[src/rtl/inst_fetch_queue_pkg.sv]
// Shared types and constants for the instruction fetch queue.
// Contents:
//   InstAddrBus / InstBus - 32-bit address and instruction buses
//   fq_entry_t            - one queued entry {pc, inst}
//   INST_NOP              - canonical no-op instruction (addi x0, x0, 0)
//   PC_STEP               - sequential fetch increment
//   align_pc()            - forces a fetch address onto a word boundary
package inst_fetch_queue_pkg;

    typedef logic [31:0] InstAddrBus;
    typedef logic [31:0] InstBus;

    typedef struct packed {
        InstAddrBus pc;
        InstBus     inst;
    } fq_entry_t;

    localparam InstBus     INST_NOP = 32'h0000_0013;
    localparam InstAddrBus PC_STEP  = 32'd4;

    // Masking keeps every bit of the input in use while clearing [1:0].
    function automatic InstAddrBus align_pc(input InstAddrBus pc);
        return pc & ~InstAddrBus'(3);
    endfunction

endpackage

[src/rtl/inst_fetch_queue_ring.sv]
// Circular buffer of DEPTH fq_entry_t entries with push, pop and clear.
// Ports:
//   clk, rst     - clock, synchronous active-high reset (zeroes all entries)
//   clear_i      - empties the buffer (pointers and occupancy to 0), data kept
//   push_i       - write push_data_i at the tail
//   push_data_i  - entry to write
//   pop_i        - advance the head; caller guarantees occ_o != 0
//   head_o       - entry at the head, read straight from storage
//   occ_o        - number of valid entries, 0..DEPTH
module fq_ring
    import inst_fetch_queue_pkg::*;
#(
    parameter int DEPTH = 4
) (
    input  logic                       clk,
    input  logic                       rst,
    input  logic                       clear_i,
    input  logic                       push_i,
    input  fq_entry_t                  push_data_i,
    input  logic                       pop_i,
    output fq_entry_t                  head_o,
    output logic [$clog2(DEPTH+1)-1:0] occ_o
);

    localparam int PW = $clog2(DEPTH);
    localparam int CW = $clog2(DEPTH + 1);

    fq_entry_t         mem_q [DEPTH];
    logic [PW-1:0]     head_q;
    logic [PW-1:0]     tail_q;
    logic [CW-1:0]     occ_q;

    // Pointers are exactly PW bits wide, so DEPTH being a power of two makes
    // the natural binary overflow the modulo-DEPTH wrap.
    always_ff @(posedge clk) begin
        if (rst) begin
            for (int i = 0; i < DEPTH; i++) begin
                mem_q[i] <= '0;
            end
            head_q <= '0;
            tail_q <= '0;
            occ_q  <= '0;
        end else if (clear_i) begin
            head_q <= '0;
            tail_q <= '0;
            occ_q  <= '0;
        end else begin
            if (push_i) begin
                mem_q[tail_q] <= push_data_i;
                tail_q        <= tail_q + PW'(1);
            end
            if (pop_i) begin
                head_q <= head_q + PW'(1);
            end
            occ_q <= occ_q + CW'(push_i) - CW'(pop_i);
        end
    end

    assign head_o = mem_q[head_q];
    assign occ_o  = occ_q;

endmodule

[src/rtl/inst_fetch_queue.sv]
// Instruction fetch queue: owns the fetch PC, issues credit-limited in-order
// requests to a variable-latency instruction memory, buffers returned
// instructions with their PCs and presents them to decode. A redirect empties
// the queue and marks every request still in flight as wrong-path.
// Ports:
//   clk, rst                  - clock, synchronous active-high reset
//   redirect_valid/_pc        - flush and restart fetch at redirect_pc
//   req_valid/ready/addr      - fetch request channel to memory
//   resp_valid/inst           - in-order responses, no backpressure
//   out_valid/ready/inst/pc   - queue head to decode
//   resp_err                  - sticky: response with nothing outstanding
module inst_fetch_queue
    import inst_fetch_queue_pkg::*;
#(
    parameter int         DEPTH    = 4,
    parameter InstAddrBus RESET_PC = 32'h0000_0000
) (
    input  logic        clk,
    input  logic        rst,
    input  logic        redirect_valid,
    input  InstAddrBus  redirect_pc,
    output logic        req_valid,
    input  logic        req_ready,
    output InstAddrBus  req_addr,
    input  logic        resp_valid,
    input  InstBus      resp_inst,
    output logic        out_valid,
    input  logic        out_ready,
    output InstBus      out_inst,
    output InstAddrBus  out_pc,
    output logic        resp_err
);

    localparam int CW = $clog2(DEPTH + 1);

    InstAddrBus    fetch_pc_q, fetch_pc_d;
    InstAddrBus    resp_pc_q,  resp_pc_d;
    logic [CW-1:0] inflight_q, inflight_d;
    logic [CW-1:0] drop_q,     drop_d;
    logic          err_q,      err_d;

    logic [CW-1:0] occ;
    logic [CW:0]   credit_used;
    logic          req_fire;
    logic          resp_ok;
    logic          push;
    logic          pop;
    fq_entry_t     head;

    // Credit uses registered occupancy only, so a pop frees its slot one cycle
    // later and out_ready has no combinational path to req_valid.
    assign credit_used = {1'b0, occ} + {1'b0, inflight_q};
    assign req_valid   = !rst && !redirect_valid && (credit_used < (CW+1)'(DEPTH));
    assign req_fire    = req_valid && req_ready;

    // A response with nothing outstanding is a protocol error and is ignored.
    assign resp_ok = resp_valid && (inflight_q != '0);
    assign push    = resp_ok && (drop_q == '0) && !redirect_valid;
    assign pop     = out_valid && out_ready && !redirect_valid;

    always_comb begin
        fetch_pc_d = fetch_pc_q;
        resp_pc_d  = resp_pc_q;
        inflight_d = inflight_q + CW'(req_fire) - CW'(resp_ok);
        drop_d     = drop_q;
        err_d      = err_q | (resp_valid && (inflight_q == '0));

        if (redirect_valid) begin
            fetch_pc_d = align_pc(redirect_pc);
            resp_pc_d  = align_pc(redirect_pc);
            // Every request still outstanding after this cycle is wrong-path;
            // drop never exceeds inflight, so this total already covers it.
            drop_d     = inflight_q - CW'(resp_ok);
        end else begin
            if (req_fire) begin
                fetch_pc_d = fetch_pc_q + PC_STEP;
            end
            if (push) begin
                resp_pc_d = resp_pc_q + PC_STEP;
            end
            if (resp_ok && (drop_q != '0)) begin
                drop_d = drop_q - CW'(1);
            end
        end
    end

    always_ff @(posedge clk) begin
        if (rst) begin
            fetch_pc_q <= RESET_PC;
            resp_pc_q  <= RESET_PC;
            inflight_q <= '0;
            drop_q     <= '0;
            err_q      <= 1'b0;
        end else begin
            fetch_pc_q <= fetch_pc_d;
            resp_pc_q  <= resp_pc_d;
            inflight_q <= inflight_d;
            drop_q     <= drop_d;
            err_q      <= err_d;
        end
    end

    fq_ring #(
        .DEPTH(DEPTH)
    ) u_ring (
        .clk         (clk),
        .rst         (rst),
        .clear_i     (redirect_valid),
        .push_i      (push),
        .push_data_i ('{pc: resp_pc_q, inst: resp_inst}),
        .pop_i       (pop),
        .head_o      (head),
        .occ_o       (occ)
    );

    assign req_addr  = fetch_pc_q;
    assign out_valid = (occ != '0);
    assign out_inst  = head.inst;
    assign out_pc    = head.pc;
    assign resp_err  = err_q;

endmodule

[config.mk]
export PLATFORM = sky130hd
export DESIGN_NAME = inst_fetch_queue
export DESIGN_NICKNAME = d
export VERILOG_FILES = /design/src/rtl/inst_fetch_queue_pkg.sv /design/src/rtl/inst_fetch_queue_ring.sv /design/src/rtl/inst_fetch_queue.sv
export SDC_FILE = /design/constraint.sdc
export NUM_CORES = 1
export LEC_CHECK = 0
export ABC_AREA = 1
export BUFFER_PORTS_ARGS = -buffer_cell sky130_fd_sc_hd__buf_2
export CAP_MARGIN = 20
export CORE_MARGIN = 2
export CORE_UTILIZATION = 50
export CTS_CLUSTER_DIAMETER = 80
export DETAILED_ROUTE_END_ITERATION = 7
export PLACE_DENSITY_LB_ADDON = 0.12
export RECOVER_POWER = 100
export SYNTH_ARGS = -nofsm -noshare
export SYNTH_HDL_FRONTEND = slang
export SYNTH_SLANG_ARGS = --single-unit
[constraint.sdc]
create_clock -name clk -period 15.5 [get_ports clk]
set_input_delay 2.325 -clock clk [delete_from_list [all_inputs] [get_ports clk]]
set_output_delay 2.325 -clock clk [all_outputs]
set_load 0.01 [all_outputs]
==> tab_implementation.tex, run 1 <==
\begin{tabular}{lr}
\hline
Metric & Value \\
\hline
\multicolumn{2}{l}{\textbf{Outcome}} \\
\quad Status & complete, but fails checks \\
\quad Violations in the final reports & capacitance limit, slew limit \\
\multicolumn{2}{l}{\textbf{Detailed routing}} \\
\quad Vias per cell & 5.36 \\
\quad Routed WL & 39100 µm \\
\quad Number of design rule violations left after detail routing & 0 \\
\quad Via count & 12525 \\
\quad Antenna-violating nets left & 0 \\
\quad Mean routed wirelength per cell & 16.7 µm \\
\quad Length of the first detailed-routing pass in iterations & 5 \\
\quad DRC marker count from the first detailed-route iteration & 846 \\
\multicolumn{2}{l}{\textbf{Worst setup path}} \\
\quad Startpoint type of the worst setup path & input pin \\
\quad Arrival @ worst endpoint & 10.12 ns \\
\quad Data required time of the worst path & 15.56 ns \\
\quad Crit Path Class & in2reg \\
\quad Worst Setup SP & rst \\
\quad Maximum fanout along the worst path & 63 \\
\quad Nature of the critical path endpoint & flip-flop \\
\quad Reg2reg start & drop\_q[0]\$\_SDFFE\_PP0P\_ \\
\multicolumn{2}{l}{\textbf{Clock network}} \\
\quad TritonCTS clock tree & done \\
\quad Deepest clock path buffer count & 3 \\
\quad H-tree depth reported by CTS & 2 \\
\quad Later-pin clock latency in the skew report & 0.50 ns \\
\quad Number of buffers added by the clock tree synthesis step & 36 \\
\quad Total setup buffers inserted after CTS & 0 \\
\quad Clock net sink count & 324 \\
\quad Clock tree root driver cell & sky130\_fd\_sc\_hd\_\_clkbuf\_16 \\
\quad Post-CTS Resized & 0 \\
\quad Hold buffer count at cts & 0 \\
\quad Clock transition at the registers of the reported paths & 0.06 ns \\
\multicolumn{2}{l}{\textbf{GRT}} \\
\quad Antenna violations before repair & 0 \\
\quad Vias in the first global route & 12078 \\
\quad Total global routing overflow & 0 \\
\quad Largest net degree at the start of global routing & 73 \\
\quad Global routing usage summed across all routing layers & 23.6\% \\
\quad Wire length of the first global-routing pass & 61600 µm \\
\multicolumn{2}{l}{\textbf{Layout}} \\
\quad Final-stage net count & 1999 \\
\quad Most common library cell in the layout ignoring fill and taps & sky130\_fd\_sc\_hd\_\_nor2\_1 \\
\quad Most used cells in the layout excluding fill and tap cells & sky130\_fd\_sc\_hd\_\_nor2\_1, sky130\_fd\_sc\_hd\_\_nand2\_1, sky130\_fd\_sc\_hd\_\_edfxtp\_1 \\
\quad Antenna diodes & 0 \\
\quad Share of cells above drive strength 1 & 7.44\% \\
\quad Finished layout cell area & 17500 µm² \\
\quad Area growth from synthesis to layout & 10.7\% \\
\multicolumn{2}{l}{\textbf{Die}} \\
\quad Placement Rows & 65 \\
\quad Horizontal die dimension & 182 µm \\
\quad Die Outline Area & 33000 µm² \\
\quad Standard cell core area & 31300 µm² \\
\quad Initial cell density of the core & 50.3\% \\
\quad Top-level I/O count & 169 \\
\quad Die outline height & 182 µm \\
\multicolumn{2}{l}{\textbf{STA}} \\
\quad Maximum frequency from static timing analysis & 99.4 MHz \\
\quad Setup Skew & 0.00781 ns \\
\quad Number of setup violations in the final report & 0 \\
\quad Min cycle time layout & 10.06 ns \\
\quad Setup repair after global routing missed its margin & no \\
\quad Total count of max-transition violations in the final report & 541 \\
\quad Worst relative slew slack & -178\% \\
\quad Final hold viol count & 0 \\
\quad Setup Total Neg Slack & 0 ns \\
\quad Period utilization & 64.9\% \\
\quad Slew of the pin with the lowest slew margin & 4.17 ns \\
\multicolumn{2}{l}{\textbf{Power and ir drop}} \\
\quad PwrDens & 114 nW/µm² \\
\quad Static Leak & 6.77 nW \\
\quad Worst vdd rail ir drop & 66.7 µV \\
\multicolumn{2}{l}{\textbf{Synthesis}} \\
\quad Share of the synthesized area in the top cell type & 47.2\% \\
\quad Sequential fraction of the synthesis area & 56.9\% \\
\quad FF+latch count, synth & 324 \\
\quad Post-synth cell types & 41 \\
\quad Most area-consuming cells after synthesis & sky130\_fd\_sc\_hd\_\_edfxtp\_1, sky130\_fd\_sc\_hd\_\_dfxtp\_1, sky130\_fd\_sc\_hd\_\_nor2\_1, sky130\_fd\_sc\_hd\_\_nand2\_1, sky130\_fd\_sc\_hd\_\_o21ai\_0 \\
\quad Post-synthesis cell area & 15800 µm² \\
\quad Post-Syn Area per Cell & 8.80 µm² \\
\quad Synthesis warning total & 0 \\
\quad Yosys top cell by area & sky130\_fd\_sc\_hd\_\_edfxtp\_1 \\
\quad Cell count after synthesis & 1791 \\
\multicolumn{2}{l}{\textbf{Worst hold path}} \\
\quad Worst Hold Launch & resp\_err\$\_SDFF\_PP0\_ \\
\quad Hold Path Class & reg2reg \\
\multicolumn{2}{l}{\textbf{Placed design}} \\
\quad Placer congestion estimate & 0.930 \\
\quad Area after DPL & 16800 µm² \\
\quad Number of input and output port buffers inserted & 162 \\
\quad Post-detail-place hpwl & 22800 µm \\
\multicolumn{2}{l}{\textbf{Flow run}} \\
\quad Max\_cap viols & 12 \\
\hline
\end{tabular}
-- cell usage after synthesis --
cell	n
sky130_fd_sc_hd__a21boi_0	1
sky130_fd_sc_hd__a21oi_1	43
sky130_fd_sc_hd__a31oi_1	8
sky130_fd_sc_hd__and2_1	2
sky130_fd_sc_hd__buf_1	5
sky130_fd_sc_hd__buf_2	21
sky130_fd_sc_hd__buf_4	5
sky130_fd_sc_hd__buf_6	6
sky130_fd_sc_hd__clkbuf_1	55
sky130_fd_sc_hd__clkinv_2	1
sky130_fd_sc_hd__conb_1	1
sky130_fd_sc_hd__dfxtp_1	76
sky130_fd_sc_hd__edfxtp_1	248
sky130_fd_sc_hd__fa_1	2
sky130_fd_sc_hd__ha_1	12
sky130_fd_sc_hd__inv_1	167
sky130_fd_sc_hd__inv_2	30
sky130_fd_sc_hd__nand2_1	288
sky130_fd_sc_hd__nand2_2	2
sky130_fd_sc_hd__nand2_4	1
sky130_fd_sc_hd__nand3_1	87
sky130_fd_sc_hd__nand3_2	2
sky130_fd_sc_hd__nand3_4	1
sky130_fd_sc_hd__nand3b_1	6
sky130_fd_sc_hd__nand4_1	5
sky130_fd_sc_hd__nand4_2	1
sky130_fd_sc_hd__nor2_1	403
sky130_fd_sc_hd__nor2_2	3
sky130_fd_sc_hd__nor2_4	32
sky130_fd_sc_hd__nor2_8	2
sky130_fd_sc_hd__nor3_1	18
sky130_fd_sc_hd__nor3_4	1
sky130_fd_sc_hd__o211ai_1	3
sky130_fd_sc_hd__o21ai_0	167
sky130_fd_sc_hd__o21ai_1	3
sky130_fd_sc_hd__o21bai_1	4
sky130_fd_sc_hd__o22ai_1	64
sky130_fd_sc_hd__o31ai_1	2
sky130_fd_sc_hd__or2_2	1
sky130_fd_sc_hd__xnor2_1	4
sky130_fd_sc_hd__xor2_1	8
-- through the flow --
stage	hold WS (ns)	power, mW	instances	util (%)	setup WS [ns]
floorplan	0.437	1.19	1794	-	7.47
global route	0.488	2.08	2338	55.8	4.74
CTS	0.450	2.03	2338	56.9	9.52
global placement	0.434	1.27	2279	53.7	9.50
finish	0.454	2.00	2338	55.8	5.44
detailed placement	0.440	1.27	2279	53.7	9.51
-- report_power, final --
part / leakage [nW] / switching (mW) / internal [mW]
combinational: 3.09 / 0.156 / 0.0637
clock: 0.491 / 0.320 / 0.436
sequential: 3.19 / 0.0314 / 0.991
-- worst max-delay path: stages --
cell	delay, ns
sky130_fd_sc_hd__clkbuf_1	0.85
sky130_fd_sc_hd__nor2_1	1.54
sky130_fd_sc_hd__inv_1	0.20
sky130_fd_sc_hd__nor2_1	1.64
sky130_fd_sc_hd__nand3_2	0.08
sky130_fd_sc_hd__buf_4	0.48
sky130_fd_sc_hd__nand2_1	0.90
sky130_fd_sc_hd__clkbuf_1	2.05
-- state kept, by name (all words and copies together) (netlist names), named ones only --
signal,flops
u_ring.head_q,2
drop_q,3
req_addr,30
resp_err,1
u_ring.occ_o,3
u_ring.tail_q,2
inflight_q,3
u_ring.mem_q,248
resp_pc_q,30
-- kinds of logic (layout without fill, tap and decap cells) --
kind of cell	Yosys count	after routing	synth area share [%]
AOI/OAI and AO/OA	295	295	10.1
xor gates and xnor gates	12	12	0.667
adders and majority gates	14	14	1.21
buffers and inverters	290	432	7.49
DFF	324	324	56.9
other	1	4	0.0238
and+or+nand+nor	855	855	23.6
-- metal layers --
metal / vias up / GRT usage [%] / routed length (µm)
met3: 68 / 3.01 / 2370
met1: 5860 / 31.2 / 17100
met5: - / 0 / 0
met4: 0 / 7.87 / 1050
met2: 449 / 40.2 / 18500
li1: 6148 / - / -
-- worst paths after layout --
| kind | end | slack (ns) | cells after the start |
|---|---|---|---|
| setup reg to reg | u_ring.mem_q[0][9]$_SDFFCE_PN0P_ | 8.96 | 10 |
| hold reg to reg | resp_err$_SDFF_PP0_ | 0.45 | 2 |
| setup / recovery | u_ring.mem_q[0][9]$_SDFFCE_PN0P_ | 5.44 | 8 |
| hold / removal | resp_err$_SDFF_PP0_ | 0.45 | 2 |
-- cell type report --
type	instances	area (µm²)
clock inverter	8	37.5
inverter	198	747
clock buffer	51	978
tap	402	503
sequential	324	8970
multi-input combinational	1180	5450
fill	2920	13900
timing repair buffer	175	772
No activity file was read; power rests on OpenSTA's default activity.
==> run 2: changes to the inputs <==
clock period = 9.35 ns   (was 15.5 ns; I/O delays follow)
==> tab_implementation.tex, run 2 (same netlist as run 1, synthesis figures left out) <==
\begin{tabular}{lr}
\hline
Metric & Value \\
\hline
\multicolumn{2}{l}{\textbf{STA}} \\
\quad Post-Route Hold Slack & 0.457 ns \\
\quad Total count of max-transition violations in the final report & 213 \\
\quad Number of setup violations in the final report & 0 \\
\quad Setup repair after global routing missed its margin & no \\
\quad Slew of the pin with the lowest slew margin & 2.19 ns \\
\quad Final critical-path setup slack & 2.72 ns \\
\quad Setup Total Neg Slack & 0 ns \\
\quad Setup Skew & 0.0102 ns \\
\quad Maximum frequency from static timing analysis & 151 MHz \\
\quad Final hold viol count & 0 \\
\quad Period utilization & 71.0\% \\
\quad Min cycle time layout & 6.63 ns \\
\quad Worst relative slew slack & -46.3\% \\
\multicolumn{2}{l}{\textbf{Power and ir drop}} \\
\quad Static Leak & 6.86 nW \\
\quad Worst vdd rail ir drop & 97.5 µV \\
\quad Final Power & 3.40 mW \\
\quad PwrDens & 194 nW/µm² \\
\multicolumn{2}{l}{\textbf{Worst setup path}} \\
\quad Capturing element of the worst setup path & u\_ring.mem\_q[0][0]\$\_SDFFCE\_PN0P\_ \\
\quad Worst Reg2Reg Path Length in Cells & 10 \\
\quad Nature of the critical path endpoint & flip-flop \\
\quad Worst flop-to-flop path endpoint & u\_ring.mem\_q[0][0]\$\_SDFFCE\_PN0P\_ \\
\quad Register-to-register setup slack & 5.43 ns \\
\quad Crit Path Class & in2reg \\
\quad Worst Setup SP & rst \\
\quad Maximum fanout along the worst path & 63 \\
\quad Data required time of the worst path & 9.21 ns \\
\quad Reg2reg start & drop\_q[0]\$\_SDFFE\_PP0P\_ \\
\quad Arrival @ worst endpoint & 6.49 ns \\
\quad Startpoint type of the worst setup path & input pin \\
\multicolumn{2}{l}{\textbf{Clock network}} \\
\quad Deepest clock path buffer count & 3 \\
\quad Number of buffers added by the clock tree synthesis step & 36 \\
\quad Clock transition at the registers of the reported paths & 0.06 ns \\
\quad Later-pin clock latency in the skew report & 0.52 ns \\
\quad Post-CTS Resized & 0 \\
\quad Hold buffer count at cts & 0 \\
\quad H-tree depth reported by CTS & 2 \\
\quad TritonCTS clock tree & done \\
\quad Clock net sink count & 324 \\
\quad Clock tree root driver cell & sky130\_fd\_sc\_hd\_\_clkbuf\_16 \\
\quad Total setup buffers inserted after CTS & 0 \\
\multicolumn{2}{l}{\textbf{Detailed routing}} \\
\quad Antenna-violating nets left & 0 \\
\quad Via count & 12520 \\
\quad DRC marker count from the first detailed-route iteration & 721 \\
\quad Mean routed wirelength per cell & 16.7 µm \\
\quad Length of the first detailed-routing pass in iterations & 5 \\
\quad Vias per cell & 5.34 \\
\quad Number of design rule violations left after detail routing & 0 \\
\quad Routed WL & 39100 µm \\
\multicolumn{2}{l}{\textbf{Die}} \\
\quad Die outline height & 182 µm \\
\quad Die Outline Area & 33000 µm² \\
\quad Initial cell density of the core & 50.3\% \\
\quad Placement Rows & 65 \\
\quad Horizontal die dimension & 182 µm \\
\quad Top-level I/O count & 169 \\
\quad Standard cell core area & 31300 µm² \\
\multicolumn{2}{l}{\textbf{GRT}} \\
\quad Grt met2 use & 41.5\% \\
\quad Global routing usage summed across all routing layers & 23.6\% \\
\quad Antenna violations before repair & 0 \\
\quad Total global routing overflow & 0 \\
\quad Global-route layer with the greatest usage & met2 \\
\quad Largest net degree at the start of global routing & 81 \\
\quad Vias in the first global route & 12223 \\
\quad Met3 Track Usage GR & 3.03\% \\
\quad Wire length of the first global-routing pass & 61900 µm \\
\quad Grt met1 use & 30.6\% \\
\multicolumn{2}{l}{\textbf{Worst hold path}} \\
\quad Hold Path Class & reg2reg \\
\multicolumn{2}{l}{\textbf{Layout}} \\
\quad Number of flip-flops under the largest register name & 248 \\
\quad Share of the core filled with cells in the final layout & 56.0\% \\
\quad Share of cells above drive strength 1 & 8.08\% \\
\quad Most used cells in the layout excluding fill and tap cells & sky130\_fd\_sc\_hd\_\_nor2\_1, sky130\_fd\_sc\_hd\_\_nand2\_1, sky130\_fd\_sc\_hd\_\_edfxtp\_1 \\
\quad Filler instances & 2958 \\
\quad Area growth from synthesis to layout & 11.3\% \\
\quad Most common library cell in the layout ignoring fill and taps & sky130\_fd\_sc\_hd\_\_nor2\_1 \\
\quad Register with the most flip-flops & u\_ring.mem\_q \\
\quad Antenna diodes & 0 \\
\quad Final-stage net count & 1999 \\
\multicolumn{2}{l}{\textbf{Placed design}} \\
\quad Number of input and output port buffers inserted & 162 \\
\quad Placer congestion estimate & 0.927 \\
\quad Worst-case setup slack after placement & 4.60 ns \\
\quad Post-detail-place hpwl & 22700 µm \\
\multicolumn{2}{l}{\textbf{Outcome}} \\
\quad Status & complete, but fails checks \\
\quad Violations in the final reports & capacitance limit, slew limit \\
\multicolumn{2}{l}{\textbf{Flow run}} \\
\quad Max\_cap viols & 4 \\
\hline
\end{tabular}
-- run 2: layer usage --
metal / vias up / wire [µm]
li1: 6150 / -
met1: 5927 / 17400
met2: 379 / 18800
met3: 64 / 2090
met4: 0 / 835
met5: - / 0
-- run 2: worst max-delay path: stages --
cell and delay, ns:
sky130_fd_sc_hd__clkbuf_1 1.54, sky130_fd_sc_hd__nor2_1 0.97, sky130_fd_sc_hd__inv_1 0.47, sky130_fd_sc_hd__nor2_8 0.17, sky130_fd_sc_hd__nand3_1 0.11, sky130_fd_sc_hd__buf_4 0.67
sky130_fd_sc_hd__nand2_2 0.05, sky130_fd_sc_hd__clkbuf_2 1.05
-- run 2: how the worst min path moves through the flow --
stage                                        from                   to  slack (ns)  depth (start not counted)
floorplan           u_ring.head_q[1]$_SDFFE_PP0P_            flip-flop        0.44                          2
global route                  resp_err$_SDFF_PP0_  resp_err$_SDFF_PP0_        0.47                          2
detailed placement            resp_err$_SDFF_PP0_  resp_err$_SDFF_PP0_        0.45                          2
finish                        resp_err$_SDFF_PP0_  resp_err$_SDFF_PP0_        0.46                          2
global placement              resp_err$_SDFF_PP0_  resp_err$_SDFF_PP0_        0.44                          2
CTS                           resp_err$_SDFF_PP0_  resp_err$_SDFF_PP0_        0.46                          2
-- run 2: area by class of cell --
class	instances	area [µm²]	share of cell area (%)
Clock inverter	23	169	0.963
Sequential cell	324	8970	51.2
Inverter	198	747	4.26
Timing Repair Buffer	175	785	4.47
Tap cell	402	503	2.87
Clock buffer	42	945	5.39
Multi-Input combinational cell	1180	5420	30.9
-- run 2: power by group --
group	switching (mW)	total (mW)	internal (mW)	leakage, nW
Clock	0.572	1.35	0.781	0.550
Sequential	0.0520	1.69	1.64	3.19
Combinational	0.256	0.360	0.104	3.12
-- run 2: metrics by stage --
| stage | std cells | instance area (µm²) |
|---|---|---|
| floorplan | 1794 | 15800 |
| global placement | 2279 | 16800 |
| detailed placement | 2279 | 16800 |
| CTS | 2344 | 17900 |
| global route | 2344 | 17500 |
| finish | 2344 | 17500 |
